===== config.mk =====
export PLATFORM = sky130hd
export DESIGN_NAME = clkdiv_ctrl_flat
export DESIGN_NICKNAME = d
export VERILOG_FILES = /design/src/rtl/clkdiv_pkg.sv /design/src/rtl/clkdiv_if.sv /design/src/rtl/clkdiv_chan.sv /design/src/rtl/clkdiv_ctrl.sv /design/src/flat_wrapper.sv
export SDC_FILE = /design/constraint.sdc
export NUM_CORES = 1
export LEC_CHECK = 0
export ABC_AREA = 1
export CAP_MARGIN = 25
export CORE_MARGIN = 10
export CORE_UTILIZATION = 37
export CTS_CLUSTER_SIZE = 30
export DETAILED_ROUTE_END_ITERATION = 8
export PLACE_DENSITY_LB_ADDON = 0.12
export SKIP_CTS_REPAIR_TIMING = 1
export SYNTH_ARGS = -nofsm -noshare
export SYNTH_HDL_FRONTEND = slang
export SYNTH_HIERARCHICAL = 1
export SYNTH_SLANG_ARGS = --single-unit

===== constraint.sdc =====
create_clock -name clk -period 3.1 [get_ports clk]
set_input_delay 0.31 -clock clk [delete_from_list [all_inputs] [get_ports clk]]
set_output_delay 0.31 -clock clk [all_outputs]
set_load 0.005 [all_outputs]

===== src/rtl/clkdiv_pkg.sv =====
// Shared types and defaults for the clock-divider controller.
package clkdiv_pkg;

    localparam int unsigned NchDefault = 4;
    localparam int unsigned CwDefault  = 16;

    typedef enum logic {StIdle, StWait} state_e;

endpackage


===== src/rtl/clkdiv_if.sv =====
// Configuration write handshake between a requester and clkdiv_ctrl.
interface clkdiv_if
    import clkdiv_pkg::*;
#(
    parameter int unsigned NCH = NchDefault,
    parameter int unsigned CW  = CwDefault
);
    localparam int unsigned ChW = (NCH > 1) ? $clog2(NCH) : 1;

    logic           cfg_valid;
    logic           cfg_ready;
    logic [ChW-1:0] cfg_ch;
    logic [CW-1:0]  cfg_div;
    logic           cfg_en;

    modport master (output cfg_valid, output cfg_ch, output cfg_div, output cfg_en,
                    input cfg_ready);
    modport slave  (input cfg_valid, input cfg_ch, input cfg_div, input cfg_en,
                    output cfg_ready);

endinterface


===== src/rtl/clkdiv_chan.sv =====
// One divided-clock channel: half-period counter, toggle flop and load port.
module clkdiv_chan
    import clkdiv_pkg::*;
#(
    parameter int unsigned CW = CwDefault
) (
    input  logic          clk,
    input  logic          rst,
    input  logic          load_i,
    input  logic [CW-1:0] load_div_i,
    input  logic          load_en_i,
    output logic          term_o,
    output logic          dclk_o,
    output logic          en_o
);

    logic [CW-1:0] d_q, d_d;
    logic [CW-1:0] cnt_q, cnt_d;
    logic          en_q, en_d;
    logic          dclk_q, dclk_d;

    always_comb begin
        term_o = en_q && (cnt_q == d_q - CW'(1));
        d_d    = d_q;
        en_d   = en_q;
        cnt_d  = cnt_q;
        dclk_d = dclk_q;
        if (load_i) begin
            // A load on a running channel coincides with its terminal count, so the
            // toggle is still taken; a disable is only issued on the falling toggle.
            d_d    = load_div_i;
            en_d   = load_en_i;
            cnt_d  = '0;
            dclk_d = load_en_i & (dclk_q ^ term_o);
        end else if (en_q) begin
            if (term_o) begin
                cnt_d  = '0;
                dclk_d = ~dclk_q;
            end else begin
                cnt_d = cnt_q + CW'(1);
            end
        end else begin
            cnt_d  = '0;
            dclk_d = 1'b0;
        end
    end

    always_ff @(posedge clk) begin
        if (rst) begin
            d_q    <= CW'(1);
            en_q   <= 1'b0;
            cnt_q  <= '0;
            dclk_q <= 1'b0;
        end else begin
            d_q    <= d_d;
            en_q   <= en_d;
            cnt_q  <= cnt_d;
            dclk_q <= dclk_d;
        end
    end

    assign dclk_o = dclk_q;
    assign en_o   = en_q;

endmodule


===== src/rtl/clkdiv_ctrl.sv =====
// Multi-channel clock divider: write FSM with glitch-free deferred reconfiguration.
module clkdiv_ctrl
    import clkdiv_pkg::*;
#(
    parameter int unsigned NCH = NchDefault,
    parameter int unsigned CW  = CwDefault
) (
    input  logic           clk,
    input  logic           rst,
    clkdiv_if.slave        cfg,
    output logic [NCH-1:0] dclk,
    output logic [NCH-1:0] tick,
    output logic [NCH-1:0] ch_en
);

    localparam int unsigned ChW = (NCH > 1) ? $clog2(NCH) : 1;

    state_e         state_q, state_d;
    logic [ChW-1:0] pend_ch_q, pend_ch_d;
    logic [CW-1:0]  pend_div_q, pend_div_d;
    logic           pend_en_q, pend_en_d;

    logic [NCH-1:0] load;
    logic [CW-1:0]  load_div;
    logic           load_en;
    logic [CW-1:0]  cfg_div_eff;
    logic           accept;
    logic           ch_ok;

    assign cfg.cfg_ready = (state_q == StIdle) && !rst;

    always_comb begin
        cfg_div_eff = (cfg.cfg_div == '0) ? CW'(1) : cfg.cfg_div;
        accept      = cfg.cfg_valid && cfg.cfg_ready;
        ch_ok       = 32'(cfg.cfg_ch) < NCH;
        state_d     = state_q;
        pend_ch_d   = pend_ch_q;
        pend_div_d  = pend_div_q;
        pend_en_d   = pend_en_q;
        load        = '0;
        load_div    = pend_div_q;
        load_en     = pend_en_q;
        unique case (state_q)
            StIdle: begin
                if (accept && ch_ok) begin
                    if (ch_en[cfg.cfg_ch]) begin
                        state_d    = StWait;
                        pend_ch_d  = cfg.cfg_ch;
                        pend_div_d = cfg_div_eff;
                        pend_en_d  = cfg.cfg_en;
                    end else begin
                        load[cfg.cfg_ch] = 1'b1;
                        load_div         = cfg_div_eff;
                        load_en          = cfg.cfg_en;
                    end
                end
            end
            StWait: begin
                // Disables wait for a falling toggle so the high phase is never cut short.
                if (tick[pend_ch_q] && (pend_en_q || dclk[pend_ch_q])) begin
                    load[pend_ch_q] = 1'b1;
                    state_d         = StIdle;
                end
            end
            default: state_d = StIdle;
        endcase
    end

    always_ff @(posedge clk) begin
        if (rst) begin
            state_q    <= StIdle;
            pend_ch_q  <= '0;
            pend_div_q <= CW'(1);
            pend_en_q  <= 1'b0;
        end else begin
            state_q    <= state_d;
            pend_ch_q  <= pend_ch_d;
            pend_div_q <= pend_div_d;
            pend_en_q  <= pend_en_d;
        end
    end

    for (genvar i = 0; i < NCH; i++) begin : g_chan
        clkdiv_chan #(
            .CW(CW)
        ) u_chan (
            .clk       (clk),
            .rst       (rst),
            .load_i    (load[i]),
            .load_div_i(load_div),
            .load_en_i (load_en),
            .term_o    (tick[i]),
            .dclk_o    (dclk[i]),
            .en_o      (ch_en[i])
        );
    end

endmodule


===== src/flat_wrapper.sv =====
// flat-port wrapper written by rule: the top's interface ports become plain ports
module clkdiv_ctrl_flat import clkdiv_pkg::*;
#(
    parameter int unsigned NCH = NchDefault,
    parameter int unsigned CW  = CwDefault
)
  (clk, rst, dclk, tick, ch_en, cfg_cfg_valid, cfg_cfg_ch, cfg_cfg_div, cfg_cfg_en, cfg_cfg_ready);
  clkdiv_if #(.NCH(NCH), .CW(CW)) cfg_i ();
  input  logic clk;
  input  logic rst;
  output logic [NCH-1:0] dclk;
  output logic [NCH-1:0] tick;
  output logic [NCH-1:0] ch_en;
  input wire logic [$bits(cfg_i.cfg_valid)-1:0] cfg_cfg_valid;
  input wire logic [$bits(cfg_i.cfg_ch)-1:0] cfg_cfg_ch;
  input wire logic [$bits(cfg_i.cfg_div)-1:0] cfg_cfg_div;
  input wire logic [$bits(cfg_i.cfg_en)-1:0] cfg_cfg_en;
  output wire logic [$bits(cfg_i.cfg_ready)-1:0] cfg_cfg_ready;
  assign cfg_i.cfg_valid = cfg_cfg_valid;
  assign cfg_i.cfg_ch = cfg_cfg_ch;
  assign cfg_i.cfg_div = cfg_cfg_div;
  assign cfg_i.cfg_en = cfg_cfg_en;
  assign cfg_cfg_ready = cfg_i.cfg_ready;
  clkdiv_ctrl #(.NCH(NCH), .CW(CW)) u_core (.clk(clk), .rst(rst), .cfg(cfg_i), .dclk(dclk), .tick(tick), .ch_en(ch_en));
endmodule

After elaboration in Yosys (flattened, before gate mapping) --
Index checks and enable logic that the tools add are counted. Widths: inputs -> output; s select.
Word-level totals: register bits 156, bits of input ports 22, output and inout port bits 13, word-level logic and storage cells 111
Operators by class: $add $sub $neg 8, $lt $le $gt $ge 4, equality and inequality tests 8, multiplexer cells 37, bitwise gates (word level) 17, reduce and logical (&&, ||, !) cells 17
Operators by type and width (count):
- $add 16x1->16 const B | 4
- $eq 16x16->1 | 4
- $mux 16 | 4
- $sub 16x1->16 const B | 4
- $mux 1 | 23
- $logic_not 16->1 | 1
- $reduce_or 4->1 | 4
- $mux 4 | 3
- $ne 3x2->1 const B | 4
- $logic_and 1x1->1 | 9
- $not 1->1 | 9
- $pmux 4 s2 | 1
- $bmux 1 s2 | 3
- $lt 2x3->1 const B | 2
- $and 1x1->1 | 4
- $demux 1 s2 | 2
- $ge 2x1->1 const B | 2
- $xor 1x1->1 | 4
- $reduce_and 3->1 | 1
- $pmux 1 s2 | 1
- $logic_not 1->1 | 1
- $logic_or 1x1->1 | 1

Longest topological paths before layout --
Gate-level depths: netlist (run 1).
depth after elaboration 9, gate-level depth with buffers 23, mapped depth without buffers 23

Hierarchy --
Netlist (run 1), hierarchy kept.
By module, submodules not included:
- clkdiv_chan | times used 4, cells an instance 330, area an instance 2182.1 µm², seq. area each 680.7 µm²
- clkdiv_ctrl | times used 1, cells an instance 197, area an instance 1313.8 µm², seq. area each 400.4 µm²

Worst setup path before layout (run 1) --
OpenSTA, ideal clock, no wires.
path type reg-to-reg, start register u_core.g_chan[1].u_chan.d_q[0], end register u_core.g_chan[2].u_chan.cnt_q[8], library setup time 0.120 ns, arrival 2.996 ns, required time 2.980 ns, setup slack -0.016 ns, stages on the path, launching flop included 23, buffers on the path 1, clock period less this slack 3.116 ns, cells stage by stage dfxtp_1 -> inv_1 -> ha_1 -> nand2_1 -> nor2_1 -> nand3_1 -> nand3_1 -> nand2_1 -> nor2_1 -> nand2_1 -> nor2_1 -> nand3_1 -> inv_1 -> nand3_1 -> nand4_1 -> nand2_1 -> o21ai_0 -> clkinv_1 -> nand2_1 -> inv_1 -> nand3_4 -> buf_12 -> a21oi_2
Between the ends: word-level cells in the longest chain between the ends 9
RTL lines:
- from (decl) | line clkdiv_chan.sv:17 | logic [CW-1:0] d_q, d_d;
- from (signal assigned) | line clkdiv_chan.sv:50 | d_q <= CW'(1);
- from (signal assigned) | line clkdiv_chan.sv:55 | d_q <= d_d;
- $sub 16x1->16 | line clkdiv_chan.sv:23 | term_o = en_q && (cnt_q == d_q - CW'(1));
- $eq 16x16->1 | line clkdiv_chan.sv:23
- $logic_and 1x1->1 | line clkdiv_chan.sv:23
- net tick[1] | line flat_wrapper.sv:12 | output logic [NCH-1:0] tick;
- $bmux 1 s2 | line clkdiv_ctrl.sv:60 | if (tick[pend_ch_q] && (pend_en_q || dclk[pend_ch_q])) begin
- $mux 1 (implied by the code) | line clkdiv_ctrl.sv:60
- $logic_and 1x1->1 | line clkdiv_ctrl.sv:60
- $mux 4 | line clkdiv_ctrl.sv:60
- $pmux 4 s2 | line clkdiv_ctrl.sv:43 | unique case (state_q)
- net u_core.load[2] | line clkdiv_ctrl.sv:23 | logic [NCH-1:0] load;
- $reduce_or 4->1 (no line)
- to (signal assigned) | line clkdiv_chan.sv:57 | cnt_q <= cnt_d;
- to (decl) | line clkdiv_chan.sv:18 | logic [CW-1:0] cnt_q, cnt_d;
The timed path passes the listed nets, and every way through them passes these cells. The select of a mux whose other input is x is not followed. A chain may end at the register's enable or synchronous reset.

Final worst setup path (run 1) --
start register u_core.g_chan[1].u_chan.d_q[0], end output port tick[1]
Between the ends: word-level cells in the longest chain between the ends 3
RTL lines (line):
- $sub 16x1->16 | clkdiv_chan.sv:23
- $eq 16x16->1 | clkdiv_chan.sv:23
- $logic_and 1x1->1 | clkdiv_chan.sv:23
- to (decl) | flat_wrapper.sv:12
No other way between the ends.

==> metrics.txt, run 1 <==
# TYPE chip_impl_metric gauge
chip_impl_metric{name="synth.yosys.seq_area_share",unit=""} 0.3110
chip_impl_metric{name="rows",unit=""} 60
chip_impl_metric{name="finish.cell_count_without_fillers",unit=""} 1953
chip_impl_metric{name="pre_cts_slack",unit="ns"} -0.05826
chip_impl_info{name="cts_root_buf",value="clkbuf_16"} 1
chip_impl_metric{name="initial_core_util",unit=""} 0.3747
chip_impl_metric{name="netSwitchingPower",unit="mW"} 1.445
chip_impl_metric{name="multiInputGateArea",unit="um^2"} 6306
chip_impl_metric{name="routed-via-count",unit=""} 9443
chip_impl_metric{name="syn_nets",unit=""} 1547
chip_impl_metric{name="grt_first_pass_wirelength",unit="um"} 44350
chip_impl_metric{name="static-leakage-power",unit="nW"} 5.192
chip_impl_metric{name="holdWs",unit="ns"} 0.4752
chip_impl_metric{name="worstPathRequired",unit="ns"} 2.79
chip_impl_metric{name="ios",unit=""} 35
chip_impl_metric{name="syn_avg_cell_area",unit="um^2"} 6.620
chip_impl_metric{name="crit_arrival",unit="ns"} 2.64
chip_impl_metric{name="vdd_ir_drop_max",unit="mV"} 0.3292
chip_impl_metric{name="drc_errors",unit=""} 0
chip_impl_metric{name="dpl_cell_area",unit="um^2"} 10990
chip_impl_metric{name="report.final.hold_viol_count",unit=""} 0
chip_impl_metric{name="power.density_cell_area",unit="nW/um^2"} 407.5
chip_impl_metric{name="first_global_vias",unit=""} 8698
chip_impl_info{name="crit_path_cell_trace",value="inv_2 > buf_4 > nand2_4 > nor2_4 > buf_4 > nand3_1 > nand2_1 > nor2_2 > nand3_1 > nor2_2 > nand3_2 > inv_2 > buf_4 > clkdlybuf4s50_1"} 1
chip_impl_metric{name="final_antenna_net_count",unit=""} 0
chip_impl_metric{name="drv_slew",unit=""} 0
chip_impl_info{name="min_path_type",value="flop to flop"} 1
chip_impl_metric{name="seqCellArea",unit="um^2"} 3127
chip_impl_metric{name="netlist-cell-type-count",unit=""} 37
chip_impl_metric{name="yosysWarnings",unit=""} 6
chip_impl_metric{name="synth_enable_flop_cells",unit=""} 0
chip_impl_metric{name="p_comb_frac",unit=""} 0.155
chip_impl_metric{name="crit_buf_inv",unit=""} 6
chip_impl_metric{name="synth_area",unit="um^2"} 10040
chip_impl_metric{name="grt_util_all_layers",unit=""} 0.1622
chip_impl_metric{name="finalWeightedCongestion",unit=""} 0.9252
chip_impl_metric{name="detailedRoute.firstIterationViolations",unit=""} 559
chip_impl_info{name="timing.setup.critical_path_class",value="flop to output pin"} 1
chip_impl_metric{name="final_period_minus_worst_setup_slack",unit="ns"} 2.954
chip_impl_metric{name="setup_slack",unit="ns"} 0.1459
chip_impl_metric{name="route.detailed.vias_per_inst",unit=""} 4.835
chip_impl_metric{name="power.share.clock",unit=""} 0.420
chip_impl_metric{name="postSynthCellCount",unit=""} 1517
chip_impl_info{name="synth_top_flop_cell",value="dfxtp_1"} 1
chip_impl_metric{name="cts_made_buffers",unit=""} 17
chip_impl_metric{name="largest_net_degree_at_the_start_of_global_routing",unit=""} 31
chip_impl_metric{name="final_util",unit=""} 0.4463
chip_impl_metric{name="power_frac_seq",unit=""} 0.425
chip_impl_metric{name="clock_path_buffers",unit=""} 2
chip_impl_metric{name="achievable-frequency",unit="MHz"} 338.5
chip_impl_metric{name="placeableCoreArea",unit="um^2"} 26800
chip_impl_metric{name="final_layout_size_suffix_gt1_frac",unit=""} 0.1998
chip_impl_info{name="tritoncts",value="done"} 1
chip_impl_info{name="path_delay_family",value="buffers and inverters"} 1
chip_impl_metric{name="largest_fanout_on_the_critical_path",unit=""} 5
chip_impl_metric{name="layout.nets",unit=""} 1630
chip_impl_info{name="synthTopCellsByArea",value="dfxtp_1 (31%), nand2_1 (12%), nor2_1 (7.7%)"} 1
chip_impl_metric{name="fin_area",unit="um^2"} 11960
chip_impl_metric{name="power.share.switching",unit=""} 0.2964
chip_impl_metric{name="ys_ff_latch",unit=""} 156
chip_impl_metric{name="cts_num_sinks",unit=""} 156
chip_impl_metric{name="timing.final.crit_share",unit=""} 0.9529
chip_impl_info{name="yosys.area.top_type",value="dfxtp_1"} 1
chip_impl_metric{name="dp_hpwl",unit="um"} 21240
chip_impl_metric{name="overflow",unit=""} 0
chip_impl_metric{name="async_reset_ff_frac",unit=""} 0
chip_impl_metric{name="antenna-diode-count",unit=""} 0
chip_impl_metric{name="finalSetupViolations",unit=""} 0
chip_impl_metric{name="area_delta_synth_final",unit="%"} 19.10
chip_impl_metric{name="fin_setup_tns",unit="ns"} 0
chip_impl_metric{name="fin_skew",unit="ns"} 0.01558
chip_impl_info{name="cpMostUsedCell",value="buf_4"} 1
chip_impl_metric{name="filler_cell_count",unit=""} 2783
chip_impl_metric{name="number_of_antenna_violations_at_the_first_check_in_global_routing",unit=""} 0
chip_impl_metric{name="slowest_delay",unit="ns"} 0.49
chip_impl_info{name="timing.critical_path.slowest_stage_cell",value="clkdlybuf4s50_1"} 1
chip_impl_metric{name="floorplan.die_area",unit="um^2"} 34130
chip_impl_metric{name="power.internal",unit="mW"} 3.429
chip_impl_metric{name="path_clk_slew",unit="ns"} 0.07
chip_impl_metric{name="die_width",unit="um"} 184.7
chip_impl_metric{name="timing.slew.headroom",unit=""} 0.5209
chip_impl_metric{name="power.total",unit="mW"} 4.874
chip_impl_metric{name="clock_insertion_delay_worst_skew",unit="ns"} 0.44
chip_impl_metric{name="drtPass1Iterations",unit=""} 5
chip_impl_metric{name="place.port_buffers",unit=""} 34
chip_impl_metric{name="cts_htree_levels",unit=""} 4
chip_impl_info{name="crit_path_end_kind",value="output pin"} 1
chip_impl_info{name="startpoint_type",value="flop"} 1
chip_impl_metric{name="routed_wl",unit="um"} 27830
chip_impl_metric{name="synth_top_area_frac",unit=""} 0.3110
chip_impl_metric{name="maxCapViolations",unit=""} 0
chip_impl_metric{name="dp_cells",unit=""} 1915
chip_impl_metric{name="dieHeight",unit="um"} 184.7
chip_impl_metric{name="worst-slew-pin-transition",unit="ns"} 0.7111
chip_impl_metric{name="wl_per_cell",unit="um"} 14.25
chip_impl_info{name="status",value="finished, final reports clean"} 1
[power by group through the flow]
stage	combinational [mW]	clock, mW	sequential [mW]
after floorplan	0.488	0	2.10
after global placement	0.683	0	2.12
after detailed placement	0.684	0	2.11
after CTS	0.688	2.10	2.07
after global routing	0.848	2.19	2.08
final	0.755	2.05	2.07
[area by class of cell]
type,count,area share
Clock buffer,17,0.03557
Tap cell,341,0.03567
Sequential cell,156,0.2614
Multi-Input combinational cell,1142,0.5273
Inverter,189,0.05994
Clock inverter,14,0.01140
Timing Repair Buffer,94,0.06873
[synthesized netlist by cell type, types with 5 or more instances]
cell and count:
o21ai_2 14, ha_1 8, nand3_4 5, nand2_1 321, nand3b_1 12, inv_1 181
nor2_1 206, nand3_2 8, clkbuf_1 9, nor3_2 8, nor3_1 16, xnor2_1 32
nand4_1 16, a21oi_2 8, or2_2 8, a21oi_1 70, dfxtp_1 156, nor3b_1 8
nand2_2 34, nand3_1 114, nor2_4 8, buf_6 8, o21ai_1 8, buf_2 5
o21ai_0 110, xor2_1 56, nor2_2 57
[worst paths after layout]
kind	start	end	slack (ns)	cells after the start
worst max-delay path	u_core/g_chan[1].u_chan/d_q[0]	tick[1]	0.15	14
worst min-delay path	u_core/pend_div_q[0]	u_core/pend_div_q[0]	0.48	2
worst max register to register	u_core/g_chan[1].u_chan/d_q[0]	u_core/g_chan[1].u_chan/d_q[12]	0.26	21
worst min register to register	u_core/pend_div_q[0]	u_core/pend_div_q[0]	0.48	2
[kinds of logic after synthesis]
kind of cell	Yosys count	share of synthesized area
buffers and inverters	221	0.09693
DFF	156	0.3110
xor gates and xnor gates	88	0.07675
adders and majority gates	8	0.009968
AOI/OAI and AO/OA	218	0.1189
and+or+nand+nor	826	0.3865
[state kept, by name, indices dropped and copies added, names as in the netlist]
register                     count
u_core/g_chan.u_chan/d_q        64
u_core/pend_en_q                 1
u_core/state_q                   1
u_core/g_chan.u_chan/dclk_o      4
u_core/pend_ch_q                 2
u_core/g_chan.u_chan/en_o        4
u_core/g_chan.u_chan/cnt_q      64
u_core/pend_div_q               16
[routing by layer]
metal	track usage	part of all wire
met1	0.2228	0.51
met2	0.2611	0.46
met3	0.02619	0.030
met4	0.03316	0.0073
met5	0	0
[worst reg2reg max path, stage by stage (launching register included)]
cell and delay, ns:
dfxtp_1 0.35, inv_2 0.06, buf_4 0.14, nand2_4 0.12, nor2_4 0.07, buf_4 0.14, nand3_1 0.06, nand2_1 0.08
nor2_2 0.13, nand3_1 0.09, nor2_2 0.18, nand3_2 0.11, inv_2 0.08, nand3_1 0.10, nand4_1 0.13, nand2_2 0.11
o21ai_1 0.15, buf_4 0.13, clkinv_1 0.09, buf_6 0.18, o21ai_0 0.17, a21oi_1 0.06
[cells in the final DEF, fill, tap and decap left out, types with 10 or more instances in the layout]
cell type,instances
xor2_1,54
xnor2_1,29
nand2_2,34
o21ai_2,19
nand3_1,104
clkbuf_16,17
buf_4,57
inv_1,171
nor2_4,18
nor2_2,74
inv_2,11
o21ai_0,100
nor2_1,179
nand3_2,18
nand2_1,318
a21oi_1,70
dfxtp_1,153
nand3b_1,12
clkdlybuf4s50_1,33
nand4_1,16
nor3_1,14
nor3_2,10
o21ai_1,13
(Power assumes the default switching activity.)
==> inputs of run 2 (changes only) <==
--- a/config.mk
+++ b/config.mk
@@ -11,7 +11,9 @@
 export CORE_UTILIZATION = 37
 export CTS_CLUSTER_SIZE = 30
 export DETAILED_ROUTE_END_ITERATION = 8
+export GPL_TIMING_DRIVEN = 0
 export PLACE_DENSITY_LB_ADDON = 0.12
+export REMOVE_ABC_BUFFERS = 1
 export SKIP_CTS_REPAIR_TIMING = 1
 export SYNTH_ARGS = -nofsm -noshare
 export SYNTH_HDL_FRONTEND = slang
==> run 2 against run 1 <==
Non-clock buffer count decreased by 5; die area did not move; flip-flop and latch count did not move; critical path type is now flop to flop; critical path depth increased by 7; routed wire length increased by 3.2%; fmax fell by 1.9%; worst hold slack better by 0.0087 ns; utilization grew 1.1 points; clock power rose by 2%.
==> metrics.txt, run 2 (synthesized netlist as in run 1, its figures left out) <==
# TYPE chip_impl_metric gauge
chip_impl_metric{name="worst-slew-pin-transition",unit="ns"} 0.7478
chip_impl_metric{name="route.detailed.vias_per_inst",unit=""} 4.873
chip_impl_metric{name="static-leakage-power",unit="nW"} 5.238
chip_impl_info{name="min_from",value="u_core/g_chan[1].u_chan/cnt_q[0]"} 1
chip_impl_info{name="grt_setup_unrepaired",value="true"} 1
chip_impl_metric{name="rows",unit=""} 60
chip_impl_metric{name="filler_cell_count",unit=""} 2772
chip_impl_metric{name="drc_errors",unit=""} 0
chip_impl_metric{name="drv_slew",unit=""} 0
chip_impl_metric{name="largest_fanout_on_the_critical_path",unit=""} 8
chip_impl_metric{name="overflow",unit=""} 0
chip_impl_info{name="timing.setup.critical_path_class",value="flop to flop"} 1
chip_impl_metric{name="antenna-diode-count",unit=""} 0
chip_impl_metric{name="maxCapViolations",unit=""} 0
chip_impl_metric{name="grt_first_pass_wirelength",unit="um"} 43890
chip_impl_info{name="crit_path_cell_trace",value="nor2_2 > nand2_2 > nor2_4 > nand2_2 > nand2_1 > nand2_1 > nor2_2 > nand3_1 > nor2_2 > nand3_2 > inv_2 > nand3_1 > nand4_1 > nand2_4 > o21ai_4 > buf_6 > clkinvlp_4 > nand2_2 > inv_4 > nand3_4 > nor3b_1"} 1
chip_impl_metric{name="finalWeightedCongestion",unit=""} 0.8659
chip_impl_metric{name="cts_htree_levels",unit=""} 4
chip_impl_metric{name="timing.reg2reg.setup_slack",unit="ns"} 0.09
chip_impl_metric{name="die_width",unit="um"} 184.7
chip_impl_metric{name="placeableCoreArea",unit="um^2"} 26800
chip_impl_metric{name="netSwitchingPower",unit="mW"} 1.411
chip_impl_metric{name="vdd_ir_drop_max",unit="mV"} 0.3168
chip_impl_info{name="layout_common_cells",value="nand2_1 (310), nor2_1 (170), inv_1 (165)"} 1
chip_impl_metric{name="finish.cell_count_without_fillers",unit=""} 1953
chip_impl_metric{name="final_util",unit=""} 0.4569
chip_impl_metric{name="grt_util_all_layers",unit=""} 0.1608
chip_impl_metric{name="final_layout_size_suffix_gt1_frac",unit=""} 0.2376
chip_impl_metric{name="area_delta_synth_final",unit="%"} 21.93
chip_impl_metric{name="crit_arrival",unit="ns"} 3.32
chip_impl_metric{name="power.share.switching",unit=""} 0.2843
chip_impl_metric{name="dp_cells",unit=""} 1861
chip_impl_metric{name="timing.final.crit_share",unit=""} 0.9710
chip_impl_metric{name="floorplan.die_area",unit="um^2"} 34130
chip_impl_metric{name="worstPathRequired",unit="ns"} 3.41
chip_impl_metric{name="wl_per_cell",unit="um"} 14.70
chip_impl_metric{name="p_comb_frac",unit=""} 0.159
chip_impl_metric{name="clock_insertion_delay_worst_skew",unit="ns"} 0.43
chip_impl_metric{name="ios",unit=""} 35
chip_impl_info{name="min_path_type",value="flop to flop"} 1
chip_impl_metric{name="power.share.clock",unit=""} 0.422
chip_impl_metric{name="initial_core_util",unit=""} 0.3747
chip_impl_metric{name="power_frac_seq",unit=""} 0.419
chip_impl_info{name="status",value="finished, final reports clean"} 1
chip_impl_metric{name="timing.slew.headroom",unit=""} 0.4999
chip_impl_metric{name="clock_path_buffers",unit=""} 2
chip_impl_metric{name="power.internal",unit="mW"} 3.550
chip_impl_metric{name="first_global_vias",unit=""} 8572
chip_impl_info{name="crit_path_end_kind",value="flop"} 1
chip_impl_metric{name="dieHeight",unit="um"} 184.7
chip_impl_metric{name="layout.nets",unit=""} 1630
chip_impl_metric{name="final_period_minus_worst_setup_slack",unit="ns"} 3.010
chip_impl_metric{name="achievable-frequency",unit="MHz"} 332.2
chip_impl_info{name="most_common_cell_after_layout_fill_and_taps_aside",value="nand2_1"} 1
chip_impl_metric{name="drtPass1Iterations",unit=""} 5
chip_impl_metric{name="routed_wl",unit="um"} 28720
chip_impl_metric{name="finalSetupViolations",unit=""} 0
chip_impl_metric{name="slowest_delay",unit="ns"} 0.38
chip_impl_metric{name="largest_net_degree_at_the_start_of_global_routing",unit=""} 31
chip_impl_info{name="largestRegisters",value="u_core/g_chan.u_chan/cnt_q: 64 flops, u_core/g_chan.u_chan/d_q: 64 flops, u_core/pend_div_q: 16 flops"} 1
chip_impl_metric{name="fin_skew",unit="ns"} 0.01264
chip_impl_metric{name="cts_num_sinks",unit=""} 156
chip_impl_info{name="tritoncts",value="done"} 1
chip_impl_metric{name="path_clk_slew",unit="ns"} 0.06
chip_impl_metric{name="cts_made_buffers",unit=""} 17
chip_impl_metric{name="dp_hpwl",unit="um"} 20460
chip_impl_metric{name="power.density_cell_area",unit="nW/um^2"} 405.2
chip_impl_metric{name="routed-via-count",unit=""} 9517
chip_impl_metric{name="number_of_antenna_violations_at_the_first_check_in_global_routing",unit=""} 0
chip_impl_info{name="cts_root_buf",value="clkbuf_16"} 1
chip_impl_info{name="origin_of_the_critical_flop_to_flop_path",value="u_core/g_chan[1].u_chan/d_q[3]"} 1
chip_impl_metric{name="place.port_buffers",unit=""} 34
chip_impl_metric{name="crit_buf_inv",unit=""} 4
chip_impl_metric{name="final_antenna_net_count",unit=""} 0
chip_impl_info{name="setup.worst_path.start",value="u_core/g_chan[1].u_chan/d_q[3]"} 1
chip_impl_info{name="path_delay_family",value="simple AND/OR/NAND/NOR gates"} 1
chip_impl_metric{name="report.final.hold_viol_count",unit=""} 0
chip_impl_metric{name="detailedRoute.firstIterationViolations",unit=""} 626
chip_impl_info{name="timing.critical_path.slowest_stage_cell",value="dfxtp_2"} 1
chip_impl_info{name="startpoint_type",value="flop"} 1
## run 2: changes by cell type in the layout (fill, tap and decap cells not counted), moves of 8 or more
cell     change
dfxtp_1     -22
dfxtp_2     +16
nor2_1       -9
o21ai_1      -9
nand2_1      -8
nor2_4       +8
## run 2: area by class of cell
cell class | instances | area, um^2 | share of cell area
multi-input cells | 1143 | 6530 | 0.5333
flip-flops and latches | 156 | 3169 | 0.2588
repair buffers | 89 | 764.5 | 0.06244
inverters | 189 | 747.0 | 0.06101
clock buffers | 21 | 460.4 | 0.03760
well taps | 341 | 426.7 | 0.03485
clock inverters | 10 | 116.4 | 0.009503
repair inverters | 4 | 30.03 | 0.002452
## run 2: through the flow
| stage | cell area (um^2) | setup slack [ns] | setup TNS, ns | hold WS [ns] | power (mW) |
|---|---|---|---|---|---|
| after floorplan | 9783 | -0.3335 | -26.28 | 0.3791 | 2.578 |
| final | 12240 | 0.09000 | 0 | 0.4839 | 4.961 |
| after detailed placement | 10560 | -1.784 | -181.60 | 0.4667 | 2.768 |
| after global routing | 12240 | -0.08338 | -3.933 | 0.5082 | 5.195 |
| after global placement | 10550 | -1.977 | -206.83 | 0.4530 | 2.765 |
| after CTS | 11130 | -1.825 | -186.72 | 0.4829 | 4.877 |
## run 2: routing by layer
layer	GRT usage	share of wire	vias to the layer above
met5	0	0	-
met4	0.04811	0.018	0
met3	0.02205	0.036	29
met2	0.2593	0.46	146
met1	0.2173	0.49	4338
li1	-	-	5004
## run 2: path summary, 6_finish.rpt
path                                 endpoint  cells past startpoint
max          u_core/g_chan[1].u_chan/cnt_q[6]                     21
min          u_core/g_chan[1].u_chan/cnt_q[0]                      1
max reg2reg  u_core/g_chan[1].u_chan/cnt_q[6]                     21
min reg2reg  u_core/g_chan[1].u_chan/cnt_q[0]                      1
## run 2: power groups by stage
stage               clock network, mW  registers (mW)  logic (mW)
global placement                    0            2.12       0.648
finish                           2.09            2.08       0.790
floorplan                           0            2.11       0.472
CTS                              2.15            2.07       0.655
detailed placement                  0            2.12       0.651
global route                     2.23            2.08       0.881
==> inputs of run 3 (changes only) <==
--- a/config.mk
+++ b/config.mk
@@ -6,7 +6,7 @@
 export NUM_CORES = 1
 export LEC_CHECK = 0
 export ABC_AREA = 1
-export CAP_MARGIN = 25
+export CAP_MARGIN = 10
 export CORE_MARGIN = 10
 export CORE_UTILIZATION = 37
 export CTS_CLUSTER_SIZE = 30
==> constraint.sdc (replaced) <==
create_clock -name clk -period 3.85 [get_ports clk]
set_input_delay 0.385 -clock clk [delete_from_list [all_inputs] [get_ports clk]]
set_output_delay 0.385 -clock clk [all_outputs]
set_load 0.005 [all_outputs]
==> run 3 against run 2 <==
Die area stayed put; sequential power decreased by 20%; critical endpoint is now u_core/g_chan[2].u_chan/cnt_q[6]; largest cell class unchanged; count of clock-buffer cells in the layout increased by 1; final cell count decreased by 1.6%; sequential share of layout area rose by 1.5 points; flip-flop and latch count unchanged; highest routed layer unchanged; non-clock buffer count fell by 29; largest power group is now sequential cells; worst setup slack gained 0.21 ns.
==> metrics.txt, run 3 (synthesized netlist as in run 1, its figures left out) <==
# TYPE chip_impl_metric gauge
chip_impl_metric{name="clock_insertion_delay_worst_skew",unit="ns"} 0.43
chip_impl_info{name="crit_end",value="u_core/g_chan[2].u_chan/cnt_q[6]"} 1
chip_impl_metric{name="final_period_minus_worst_setup_slack",unit="ns"} 3.547
chip_impl_metric{name="cts_made_buffers",unit=""} 17
chip_impl_metric{name="dpl_cell_area",unit="um^2"} 10550
chip_impl_info{name="setup.worst_path.start",value="u_core/g_chan[2].u_chan/d_q[0]"} 1
chip_impl_metric{name="report.final.hold_viol_count",unit=""} 0
chip_impl_metric{name="dp_hpwl",unit="um"} 20440
chip_impl_metric{name="worstPathRequired",unit="ns"} 4.15
chip_impl_metric{name="worst-slew-pin-transition",unit="ns"} 0.7347
chip_impl_info{name="most_common_cell_after_layout_fill_and_taps_aside",value="nand2_1"} 1
chip_impl_metric{name="placeableCoreArea",unit="um^2"} 26800
chip_impl_metric{name="final_layout_size_suffix_gt1_frac",unit=""} 0.1417
chip_impl_metric{name="fin_area",unit="um^2"} 11380
chip_impl_metric{name="finalWeightedCongestion",unit=""} 0.8659
chip_impl_metric{name="timing.slew.headroom",unit=""} 0.5050
chip_impl_metric{name="cts_htree_levels",unit=""} 4
chip_impl_metric{name="route.detailed.vias_per_inst",unit=""} 4.842
chip_impl_metric{name="timing.reg2reg.setup_slack",unit="ns"} 0.30
chip_impl_info{name="timing.setup.critical_path_class",value="flop to flop"} 1
chip_impl_metric{name="largest_fanout_on_the_critical_path",unit=""} 16
chip_impl_metric{name="holdWs",unit="ns"} 0.4819
chip_impl_metric{name="power.density_cell_area",unit="nW/um^2"} 333.5
chip_impl_metric{name="fin_setup_tns",unit="ns"} 0
chip_impl_metric{name="timing.final.crit_share",unit=""} 0.9213
chip_impl_metric{name="path_clk_slew",unit="ns"} 0.07
chip_impl_info{name="cts_root_buf",value="clkbuf_16"} 1
chip_impl_info{name="origin_of_the_critical_flop_to_flop_path",value="u_core/g_chan[2].u_chan/d_q[0]"} 1
chip_impl_metric{name="finish.cell_count_without_fillers",unit=""} 1922
chip_impl_info{name="min_path_type",value="flop to flop"} 1
chip_impl_info{name="min_from",value="u_core/pend_div_q[0]"} 1
chip_impl_info{name="crit_path_end_kind",value="flop"} 1
chip_impl_metric{name="maxCapViolations",unit=""} 0
chip_impl_metric{name="slowest_delay",unit="ns"} 0.35
chip_impl_metric{name="drc_errors",unit=""} 0
chip_impl_metric{name="first_global_vias",unit=""} 8601
chip_impl_metric{name="detailedRoute.firstIterationViolations",unit=""} 671
chip_impl_info{name="tritoncts",value="done"} 1
chip_impl_info{name="worst_r2r_endpoint",value="u_core/g_chan[2].u_chan/cnt_q[6]"} 1
chip_impl_metric{name="initial_core_util",unit=""} 0.3747
chip_impl_metric{name="static-leakage-power",unit="nW"} 4.968
chip_impl_metric{name="drv_slew",unit=""} 0
chip_impl_metric{name="antenna-diode-count",unit=""} 0
chip_impl_metric{name="dp_cells",unit=""} 1860
chip_impl_metric{name="multiInputGateArea",unit="um^2"} 6001
chip_impl_metric{name="filler_cell_count",unit=""} 2850
chip_impl_metric{name="die_width",unit="um"} 184.7
chip_impl_metric{name="worst_case_reg_to_reg_path_depth",unit=""} 21
chip_impl_metric{name="fin_skew",unit="ns"} 0.009499
chip_impl_metric{name="grt_util_all_layers",unit=""} 0.1593
chip_impl_metric{name="ios",unit=""} 35
chip_impl_metric{name="rows",unit=""} 60
chip_impl_metric{name="final_antenna_net_count",unit=""} 0
chip_impl_metric{name="routed_wl",unit="um"} 27200
chip_impl_metric{name="number_of_antenna_violations_at_the_first_check_in_global_routing",unit=""} 0
chip_impl_metric{name="wl_per_cell",unit="um"} 14.15
chip_impl_metric{name="grt_first_pass_wirelength",unit="um"} 43430
chip_impl_info{name="layout_common_cells",value="nand2_1 (320), nor2_1 (203), inv_1 (181)"} 1
chip_impl_info{name="startpoint_type",value="flop"} 1
chip_impl_metric{name="place.port_buffers",unit=""} 34
chip_impl_info{name="largestRegisters",value="u_core/g_chan.u_chan/cnt_q: 64 flops, u_core/g_chan.u_chan/d_q: 64 flops, u_core/pend_div_q: 16 flops"} 1
chip_impl_metric{name="cts_num_sinks",unit=""} 156
chip_impl_metric{name="seqCellArea",unit="um^2"} 3123
chip_impl_metric{name="drtPass1Iterations",unit=""} 5
chip_impl_metric{name="routed-via-count",unit=""} 9307
chip_impl_metric{name="finalSetupViolations",unit=""} 0
chip_impl_metric{name="crit_arrival",unit="ns"} 3.85
chip_impl_info{name="crit_path_cell_trace",value="inv_1 > ha_1 > nand2_1 > nor2_2 > nand3_1 > nand3_1 > nand2_1 > nor2_1 > nand2_1 > nor2_1 > nand3_1 > inv_1 > nand3_1 > nand4_1 > nand2_2 > o21ai_4 > clkinvlp_4 > nand2_1 > inv_1 > nand3_4 > nor3b_1"} 1
chip_impl_metric{name="overflow",unit=""} 0
chip_impl_metric{name="dieHeight",unit="um"} 184.7
chip_impl_metric{name="largest_net_degree_at_the_start_of_global_routing",unit=""} 31
chip_impl_metric{name="clock_path_buffers",unit=""} 2
chip_impl_metric{name="floorplan.die_area",unit="um^2"} 34130
chip_impl_metric{name="vdd_ir_drop_max",unit="mV"} 0.2556
chip_impl_metric{name="achievable-frequency",unit="MHz"} 281.9
chip_impl_info{name="status",value="finished, final reports clean"} 1
chip_impl_metric{name="power.total",unit="mW"} 3.796
chip_impl_metric{name="layout.nets",unit=""} 1598
chip_impl_info{name="timing.critical_path.slowest_stage_cell",value="dfxtp_1"} 1
chip_impl_metric{name="area_delta_synth_final",unit="%"} 13.37
[run 3: cell count changes in the layout (fill, tap and decap cells not counted), sizes merged]
cell and change:
nand3 -3, bufinv -1, clkinv +2, inv -1
buf -29, clkbuf +1
[run 3: worst max-delay path, delay by kind of cell (launching register included)]
kind	cells	cell delay [ns]
simple gates	15	1.93
flops	1	0.35
buf+inv	4	0.62
compound gates	1	0.29
fa+ha+maj	1	0.24
[run 3: area by class of cell]
cell class | instances | share of cell area
clock buffers | 22 | 0.03902
clock inverters | 10 | 0.008353
inverters | 189 | 0.06407
multi-input cells | 1140 | 0.5271
flip-flops and latches | 156 | 0.2743
well taps | 341 | 0.03748
repair buffers | 60 | 0.04704
repair inverters | 4 | 0.002638
[run 3: power breakdown]
group | internal, mW | switching, mW | leakage [nW]
Clock | 0.890 | 0.697 | 0.258
Sequential | 1.64 | 0.0297 | 1.26
Combinational | 0.190 | 0.351 | 3.45
Total | 2.72 | 1.08 | 4.97
[run 3: metal layers]
metal / vias to the layer above / track usage / wire, um / share of wire
li1: 4935 / - / - / -
met1: 4186 / 0.2148 / 13380 / 0.49
met2: 153 / 0.2539 / 12280 / 0.45
met3: 33 / 0.02363 / 1017 / 0.037
met4: 0 / 0.05299 / 524 / 0.019
met5: - / 0 / 0 / 0
[run 3: worst min path at each step]
stage | end | slack, ns | depth (start not counted)
floorplan | u_core/pend_div_q[0] | 0.44 | 2
global placement | u_core/pend_div_q[0] | 0.45 | 2
detailed placement | u_core/pend_div_q[0] | 0.46 | 2
CTS | u_core/pend_div_q[0] | 0.48 | 2
global route | u_core/pend_div_q[0] | 0.50 | 2
finish | u_core/pend_div_q[0] | 0.48 | 2
[run 3: through the flow]
stage                 util  setup slack [ns]
floorplan                -            0.4165
global placement    0.3937            -1.227
detailed placement  0.3937            -1.178
CTS                 0.4138            -1.208
global route        0.4248          -0.02299
finish              0.4248            0.3030
